<file path="config.mk">
export PLATFORM = sky130hd
export DESIGN_NAME = sequential_accumulate_stage
export DESIGN_NICKNAME = d
export VERILOG_FILES = /design/src/rtl/sequential_accumulate_stage_pkg.sv /design/src/rtl/sample_group_counter.sv /design/src/rtl/sequential_accumulate_stage.sv
export SDC_FILE = /design/constraint.sdc
export NUM_CORES = 1
export LEC_CHECK = 0
export ABC_AREA = 1
export CELL_PAD_IN_SITES_DETAIL_PLACEMENT = 1
export CELL_PAD_IN_SITES_GLOBAL_PLACEMENT = 1
export CORE_ASPECT_RATIO = 1.5
export CORE_MARGIN = 2
export CORE_UTILIZATION = 45
export CTS_CLUSTER_DIAMETER = 120
export DETAILED_ROUTE_END_ITERATION = 16
export DONT_BUFFER_PORTS = 1
export GPL_TIMING_DRIVEN = 0
export PLACE_DENSITY = 0.82
export SETUP_SLACK_MARGIN = 0.4
export SKIP_CTS_REPAIR_TIMING = 1
export SLEW_MARGIN = 15
export SYNTH_ARGS = -nofsm -noshare
export SYNTH_HDL_FRONTEND = slang
export SYNTH_HIERARCHICAL = 1
export SYNTH_SLANG_ARGS = --single-unit
</file>
<file path="constraint.sdc">
create_clock -name CLK -period 1.8 [get_ports CLK]
set_input_delay 0.36 -clock CLK [delete_from_list [all_inputs] [get_ports CLK]]
set_output_delay 0.36 -clock CLK [all_outputs]
set_load 0.01 [all_outputs]
</file>
<file path="src/rtl/sequential_accumulate_stage_pkg.sv">
// Shared definitions for the sequential accumulate stage.
//   acc_state_t : FSM state encoding (ACCUM = 1'b0, HOLD = 1'b1)
//   clog2_safe  : ceil(log2(n)), returning 0 for n <= 1
package sequential_accumulate_stage_pkg;

  typedef enum logic {
    ACCUM = 1'b0,
    HOLD  = 1'b1
  } acc_state_t;

  function automatic int clog2_safe(input int n);
    return (n <= 1) ? 0 : $clog2(n);
  endfunction

  // Counter width; never zero so a COUNT=1 build still has a real register.
  function automatic int cnt_width(input int n);
    return (clog2_safe(n) == 0) ? 1 : clog2_safe(n);
  endfunction

endpackage

</file>
<file path="src/rtl/sample_group_counter.sv">
// Mod-COUNT sample counter for the accumulate stage.
//   CLK, ASYNCRESETN : clock and asynchronous active-low reset
//   inc              : count one accepted sample (wraps COUNT-1 -> 0)
//   load1            : restart at 1 (first sample of a group taken in HOLD)
//   cnt              : current position inside the group
//   last             : cnt == COUNT-1
module sample_group_counter
  import sequential_accumulate_stage_pkg::*;
#(
  parameter int COUNT = 4,
  parameter int CW    = cnt_width(COUNT)
) (
  input  logic          CLK,
  input  logic          ASYNCRESETN,
  input  logic          inc,
  input  logic          load1,
  output logic [CW-1:0] cnt,
  output logic          last
);

  localparam logic [CW-1:0] LAST_VAL = CW'(COUNT - 1);
  // With COUNT=1 every sample closes a group, so "one" is really zero.
  localparam logic [CW-1:0] ONE_VAL  = (COUNT > 1) ? CW'(1) : '0;

  assign last = (cnt == LAST_VAL);

  always_ff @(posedge CLK or negedge ASYNCRESETN) begin
    if (!ASYNCRESETN) begin
      cnt <= '0;
    end else if (load1) begin
      cnt <= ONE_VAL;
    end else if (inc) begin
      cnt <= last ? '0 : cnt + CW'(1);
    end
  end

endmodule

</file>
<file path="src/rtl/sequential_accumulate_stage.sv">
// Sums every COUNT accepted input samples and emits one widened, registered sum.
//   CLK, ASYNCRESETN : clock and asynchronous active-low reset
//   CE               : clock enable; low freezes all state and drops both handshakes
//   I0 / valid_data_in / ready_data_in    : input sample stream
//   O0 / valid_data_out / ready_data_out  : group sum stream
//   dbg_state        : current FSM state (ACCUM/HOLD) for observation
//
// Handshake rule (both sides): a transfer happens on a rising CLK edge where
// valid and ready are both 1 (and CE=1). A producer holding valid=1 keeps its
// data stable until that transfer; O0 never changes while valid_data_out=1 and
// ready_data_out=0.
module sequential_accumulate_stage
  import sequential_accumulate_stage_pkg::*;
#(
  parameter int WIDTH     = 8,
  parameter int COUNT     = 4,
  parameter int OUT_WIDTH = WIDTH + $clog2(COUNT)
) (
  input  logic                 CLK,
  input  logic                 ASYNCRESETN,
  input  logic                 CE,
  input  logic [WIDTH-1:0]     I0,
  input  logic                 valid_data_in,
  output logic                 ready_data_in,
  output logic [OUT_WIDTH-1:0] O0,
  output logic                 valid_data_out,
  input  logic                 ready_data_out,
  output logic                 dbg_state
);

  localparam int CW = cnt_width(COUNT);

  acc_state_t           state, state_nxt;
  logic [OUT_WIDTH-1:0] acc, acc_nxt, o_nxt;
  logic [OUT_WIDTH-1:0] sample_ext;
  logic [CW-1:0]        cnt;
  logic                 last;
  logic                 cnt_inc, cnt_load1;
  logic                 in_fire, out_fire;

  // ready_data_out feeds ready_data_in combinationally so a HOLD cycle can
  // hand off the sum and take the next group's first sample together.
  assign ready_data_in  = CE & ((state == ACCUM) | ready_data_out);
  assign valid_data_out = CE & (state == HOLD);
  assign in_fire        = valid_data_in & ready_data_in;
  assign out_fire       = valid_data_out & ready_data_out;
  assign sample_ext     = OUT_WIDTH'(I0);
  assign dbg_state      = state;

  sample_group_counter #(.COUNT(COUNT), .CW(CW)) u_counter (
    .CLK         (CLK),
    .ASYNCRESETN (ASYNCRESETN),
    .inc         (cnt_inc),
    .load1       (cnt_load1),
    .cnt         (cnt),
    .last        (last)
  );

  always_comb begin
    state_nxt = state;
    acc_nxt   = acc;
    o_nxt     = O0;
    cnt_inc   = 1'b0;
    cnt_load1 = 1'b0;
    case (state)
      ACCUM: begin
        if (in_fire) begin
          cnt_inc = 1'b1;
          if (last) begin
            o_nxt     = acc + sample_ext;
            acc_nxt   = '0;
            state_nxt = HOLD;
          end else begin
            acc_nxt = acc + sample_ext;
          end
        end
      end
      HOLD: begin
        // In HOLD, in_fire implies out_fire (ready_data_in tracks ready_data_out).
        if (out_fire) begin
          if (in_fire) begin
            if (COUNT > 1) begin
              acc_nxt   = sample_ext;
              cnt_load1 = 1'b1;
              state_nxt = ACCUM;
            end else begin
              o_nxt = sample_ext;
            end
          end else begin
            state_nxt = ACCUM;
          end
        end
      end
      default: state_nxt = ACCUM;
    endcase
  end

  always_ff @(posedge CLK or negedge ASYNCRESETN) begin
    if (!ASYNCRESETN) begin
      state <= ACCUM;
      acc   <= '0;
      O0    <= '0;
    end else if (CE) begin
      state <= state_nxt;
      acc   <= acc_nxt;
      O0    <= o_nxt;
    end
  end

endmodule
</file>
==> results.sh, run 1 <==
export IMPL_yosys_area_top_type_share_pct=38.5
export IMPL_grt_first_pass_wirelength_um=6850
export IMPL_layout_setup_ws_ns=0.0469
export IMPL_fp_dieH_um=74.6
export IMPL_dp_slack_ns=0.161
export IMPL_grt_util_all_layers_pct=24.5
export IMPL_ys_seq_elements=23
export IMPL_synth_avg_cell_area_sq_um=7.51
export IMPL_fmax_mhz=570
export IMPL_skew_ns=0.00272
export IMPL_antenna_left=0
export IMPL_synth_area_sq_um=1490
export IMPL_finalSetupTns_ns=0
export IMPL_ctsRootBufferMaster="clkbuf_8"
export IMPL_synth_area_leaders="dfrtp_1 39%, nand2_1 17%, ha_1 7.5%, nand3_1 7.0%, inv_1 5.8%"
export IMPL_start_kind="flop"
export IMPL_status="completed"
export IMPL_diodes=0
export IMPL_insertion_delay_ns=0.28
export IMPL_cellPowerDensity_nw_per_um2=1800
export IMPL_syn_nets=222
export IMPL_final_min_clock_period_ns=1.75
export IMPL_drt_iter0_drc=22
export IMPL_end_kind="flop"
export IMPL_cap_violations=0
export IMPL_post_dp_hpwl_um=3030
export IMPL_rows=25
export IMPL_synthArstFlopShare_pct=100
export IMPL_wire_per_inst_um=21.2
export IMPL_slowest_delay_ns=0.41
export IMPL_synth_top_family_by_area="simple AND/OR/NAND/NOR gates"
export IMPL_cts_htree_levels=1
export IMPL_post_synth_num_cell_types=31
export IMPL_synthXorXnorAreaFrac_pct=1.76
export IMPL_crit_arrival_ns=1.97
export IMPL_first_global_vias=1547
export IMPL_drive_gt1_share_pct=38.0
export IMPL_p_leak_uw=0.00102
export IMPL_io_pins=26
export IMPL_report_final_slew_viol_count=0
export IMPL_synth_largest_area_cell="dfrtp_1"
export IMPL_hold_path_class="primary input to flop"
export IMPL_tritoncts="done"
export IMPL_die_area_sq_um=3810
export IMPL_worstMarginPinSlew_ns=0.324
export IMPL_grt_max_degree=24
export IMPL_cts_buffer_depth=2
export IMPL_crit_top_cell="inv_2"
export IMPL_power_total_uw=3650
export IMPL_synthMuxAreaShare_pct=0
export IMPL_max_slew_margin_rel_pct=78.4
export IMPL_critical_path_class="flop to flop"
export IMPL_vdd_drop_max_mv=1.06
export IMPL_crit_required_ns=2.01
export IMPL_crit_chain="ha_4, inv_2, fa_2, inv_2, nand3_2, nand3_4, xor2_2, nand2_1, a21boi_2"
export IMPL_synth_edff_count=0
export IMPL_nets=240
export IMPL_final_cell_mix="49 x nand2_1, 22 x dfrtp_1, 19 x inv_1"
export IMPL_vias=1481
export IMPL_rsz0062_at_grt="yes"
export IMPL_antenna_found_initial=0
export IMPL_setup_viol=0
export IMPL_ys_warn_count=6
export IMPL_netlist_instances=199
export IMPL_synthSimpleGateAreaFrac_pct=32.7
export IMPL_synth_compound_area_share_pct=10.1
export IMPL_cts_reportedPaths_clkPinSlew_ns=0.09
export IMPL_area_growth_pct=35.4
export IMPL_first_pass_iters=4
export IMPL_synthAdderAreaFrac_pct=8.88
export IMPL_synthFlopType="dfrtp_1"
export IMPL_start_util_pct=47.3
export IMPL_die_w_um=51.0
export IMPL_slowest_stage="dfrtp_1"
export IMPL_final_common_cell="nand2_1"
export IMPL_numCtsBuffers=3
export IMPL_io_buffers=0
export IMPL_fin_crit_sh_pct=97.4
export IMPL_routabilityCongestion=0.888
export IMPL_hold_ws_ns=0.275
export IMPL_worstPathMaxFanout=2
export IMPL_grt_ovfl_total=0
export IMPL_drc=0
export IMPL_routed_wl_um=5430
export IMPL_hold_viol_final=0
export IMPL_seq_area_frac_synth_pct=38.5
export IMPL_viasPerCell=5.79
export IMPL_core_sq_um=3160
export IMPL_cts_sinks=23
==> per-stage QoR <==
step                      cells  utilization [%]  instance area [sq um]
after CTS                   243             51.3                   1620
final                       256             64.0                   2020
after detailed placement    239             49.8                   1570
after global routing        256             64.0                   2020
after floorplan             199                -                   1520
after global placement      239             49.8                   1570
==> Yosys cell counts (2+ instances only) <==
cell,number
a21boi_1,3
a21oi_1,10
a2bb2oi_1,2
dfrtp_1,23
ha_1,9
inv_1,23
inv_2,3
nand2_1,69
nand2_4,2
nand3_1,21
nand4_1,2
nor2_1,9
or2_0,4
xor2_1,2
==> power by group <==
part           switching (uW)  total (uW)  internal [uW]
Sequential                289        1050            757
Combinational            1320        2260            935
Clock                     194         350            156
Total                    1800        3650           1850
==> critical path, delay by kind of cell (launching register included) <==
| kind | cells | cell delay [ns] |
|---|---|---|
| adder cells (fa/ha/maj) | 2 | 0.51 |
| flip-flops | 1 | 0.41 |
| AND/OR/NAND/NOR | 3 | 0.30 |
| XOR/XNOR | 1 | 0.20 |
| buffers and inverters | 2 | 0.13 |
| AO/OA/AOI/OAI | 1 | 0.13 |
==> sequential cells by signal, summed over array words and instances (netlist names) <==
| name | count |
|---|---|
| O0 | 10 |
| dbg_state | 1 |
| u_counter/cnt | 2 |
| acc | 10 |
==> path summary, 6_finish.rpt <==
check	start	to	slack, ns	cells past startpoint
min in group asynchronous	ASYNCRESETN	O0[4]$_DFFE_PN0P_	0.53	2
hold reg to reg	O0[4]$_DFFE_PN0P_	O0[4]$_DFFE_PN0P_	0.56	2
max in group asynchronous	ASYNCRESETN	dbg_state$_DFFE_PN0P_	1.11	2
setup reg to reg	acc[0]$_DFFE_PN0P_	acc[4]$_DFFE_PN0P_	0.05	9
hold / removal	I0[0]	acc[0]$_DFFE_PN0P_	0.27	2
setup / recovery	acc[0]$_DFFE_PN0P_	acc[4]$_DFFE_PN0P_	0.05	9
==> routing by layer <==
metal	track usage [%]	wire (um)
met5	0	0
met4	10.8	215
met3	2.21	243
met2	49.5	3110
met1	24.7	1870
==> logic make-up after synthesis <==
logic type | after synthesis
compound gates | 23
xor+xnor | 3
fa+ha+maj | 10
buf+inv | 29
flops | 23
simple gates | 111
==> area by class of cell <==
cell class | instances | area [sq um]
timing repair buffer | 13 | 134
fill | 376 | 1140
tap | 40 | 50.0
multi-input combinational | 147 | 1080
buffer | 3 | 27.5
clock inverter | 1 | 5.00
clock buffer | 3 | 41.3
sequential | 23 | 577
inverter | 26 | 105
(Power assumes the default switching activity.)
==> run 2, diff against run 1 <==
--- a/config.mk
+++ b/config.mk
@@ -15,7 +15,7 @@
 export DETAILED_ROUTE_END_ITERATION = 16
 export DONT_BUFFER_PORTS = 1
 export GPL_TIMING_DRIVEN = 0
-export PLACE_DENSITY = 0.82
+export PLACE_DENSITY_LB_ADDON = 0.05
 export SETUP_SLACK_MARGIN = 0.4
 export SKIP_CTS_REPAIR_TIMING = 1
 export SLEW_MARGIN = 15
==> results.sh, run 2 (synthesis gave the netlist of run 1 again) <==
export IMPL_status="completed"
export IMPL_p_leak_uw=0.00103
export IMPL_path_delay_family="adder cells"
export IMPL_grt_max_degree=24
export IMPL_end_kind="flop"
export IMPL_dp_slack_ns=0.0951
export IMPL_finalSetupTns_ns=0
export IMPL_grt_first_pass_wirelength_um=6790
export IMPL_start_kind="flop"
export IMPL_dp_cells=239
export IMPL_drive_gt1_share_pct=38.7
export IMPL_cts_reportedPaths_clkPinSlew_ns=0.09
export IMPL_antenna_found_initial=0
export IMPL_vdd_drop_max_mv=1.10
export IMPL_stdcell_count=262
export IMPL_cts_htree_levels=1
export IMPL_crit_top_cell="inv_2"
export IMPL_worstMarginPinSlew_ns=0.383
export IMPL_core_sq_um=3160
export IMPL_cts_sinks=23
export IMPL_first_pass_iters=4
export IMPL_multi_input_area_sq_um=1070
export IMPL_grt_ovfl_total=0
export IMPL_fp_dieH_um=74.6
export IMPL_hold_viol_final=0
export IMPL_power_total_uw=3760
export IMPL_slowest_stage="dfrtp_1"
export IMPL_fmax_mhz=568
export IMPL_routed_wl_um=5400
export IMPL_cp_num_buf_inv=2
export IMPL_rows=25
export IMPL_num_fill_cells=367
export IMPL_rsz0062_at_grt="yes"
export IMPL_io_pins=26
export IMPL_area_growth_pct=37.7
export IMPL_io_buffers=0
export IMPL_drt_iter0_drc=33
export IMPL_cap_violations=0
export IMPL_ff_latch_area_sq_um=577
export IMPL_tritoncts="done"
export IMPL_crit_chain="ha_4, inv_2, fa_2, inv_2, nand3_2, nand3_4, xor2_2, nand2_1, a21boi_2"
export IMPL_nets=246
export IMPL_report_final_slew_viol_count=0
export IMPL_die_w_um=51.0
export IMPL_crit_required_ns=2.00
export IMPL_drc=0
export IMPL_numCtsBuffers=3
export IMPL_layout_setup_ws_ns=0.0394
export IMPL_hold_path_class="primary input to flop"
export IMPL_final_common_cell="nand2_1"
export IMPL_first_global_vias=1461
export IMPL_post_dp_hpwl_um=3110
export IMPL_wire_per_inst_um=20.6
export IMPL_start_util_pct=47.3
export IMPL_viasPerCell=5.76
export IMPL_skew_ns=0.0116
export IMPL_vias=1510
export IMPL_ctsRootBufferMaster="clkbuf_8"
export IMPL_cts_buffer_depth=2
export IMPL_grt_util_all_layers_pct=24.0
export IMPL_critical_path_class="flop to flop"
export IMPL_antenna_left=0
export IMPL_worstPathMaxFanout=3
export IMPL_die_area_sq_um=3810
export IMPL_slowest_delay_ns=0.39
export IMPL_diodes=0
export IMPL_setup_viol=0
export IMPL_cellPowerDensity_nw_per_um2=1830
export IMPL_final_min_clock_period_ns=1.76
export IMPL_max_slew_margin_rel_pct=74.5
export IMPL_routabilityCongestion=0.821
export IMPL_insertion_delay_ns=0.27
export IMPL_fin_crit_sh_pct=97.8
export IMPL_final_cell_mix="52 x nand2_1, 22 x dfrtp_1, 18 x inv_1"
export IMPL_crit_arrival_ns=1.96
export IMPL_reg_largest_list="O0 x10, acc x10, u_counter/cnt x2"
export IMPL_hold_ws_ns=0.263
[run 2: path summary, 6_finish.rpt]
| path | slack (ns) | from | cells past startpoint | to |
|---|---|---|---|---|
| worst max-delay path | 0.04 | acc[0]$_DFFE_PN0P_ | 9 | acc[4]$_DFFE_PN0P_ |
| worst min register to register | 0.55 | O0[5]$_DFFE_PN0P_ | 2 | O0[5]$_DFFE_PN0P_ |
| worst min-delay path | 0.26 | I0[1] | 2 | acc[1]$_DFFE_PN0P_ |
| min in group asynchronous | 0.51 | ASYNCRESETN | 2 | acc[4]$_DFFE_PN0P_ |
| worst max register to register | 0.04 | acc[0]$_DFFE_PN0P_ | 9 | acc[4]$_DFFE_PN0P_ |
| max in group asynchronous | 1.13 | ASYNCRESETN | 2 | O0[0]$_DFFE_PN0P_ |
[run 2: power by group]
part	internal [uW]	total, uW	switching (uW)
registers	757	1050	290
logic	1020	2380	1360
clock network	158	337	179
[run 2: metrics by stage]
stage	utilization (%)	instance area, sq um
2_1_floorplan	-	1520
3_3_place_gp	49.8	1570
3_5_place_dp	49.8	1570
4_1_cts	51.2	1620
5_1_grt	65.1	2060
6_report	65.1	2060
[run 2: worst register-to-register path, cell delays in order (launching register included)]
cell and delay (ns):
dfrtp_1 0.39, ha_4 0.16, inv_2 0.04, fa_2 0.35, inv_2 0.09, nand3_2 0.09, nand3_4 0.10, xor2_2 0.19
nand2_1 0.12, a21boi_2 0.16
[run 2: layer usage]
| metal | vias up | track usage [%] | routed length [um] |
|---|---|---|---|
| met4 | 0 | 8.41 | 162 |
| met5 | - | 0 | 0 |
| met2 | 43 | 43.9 | 3060 |
| li1 | 682 | - | - |
| met3 | 13 | 3.82 | 219 |
| met1 | 772 | 28.0 | 1960 |
[run 2: final cells by class]
cell class	count	share of cell area (%)
well taps	40	2.43
inverters	26	4.99
multi-input cells	147	52.1
flip-flops and latches	23	28.0
repair buffers	19	8.52
clock buffers	4	2.19
plain buffers	3	1.70
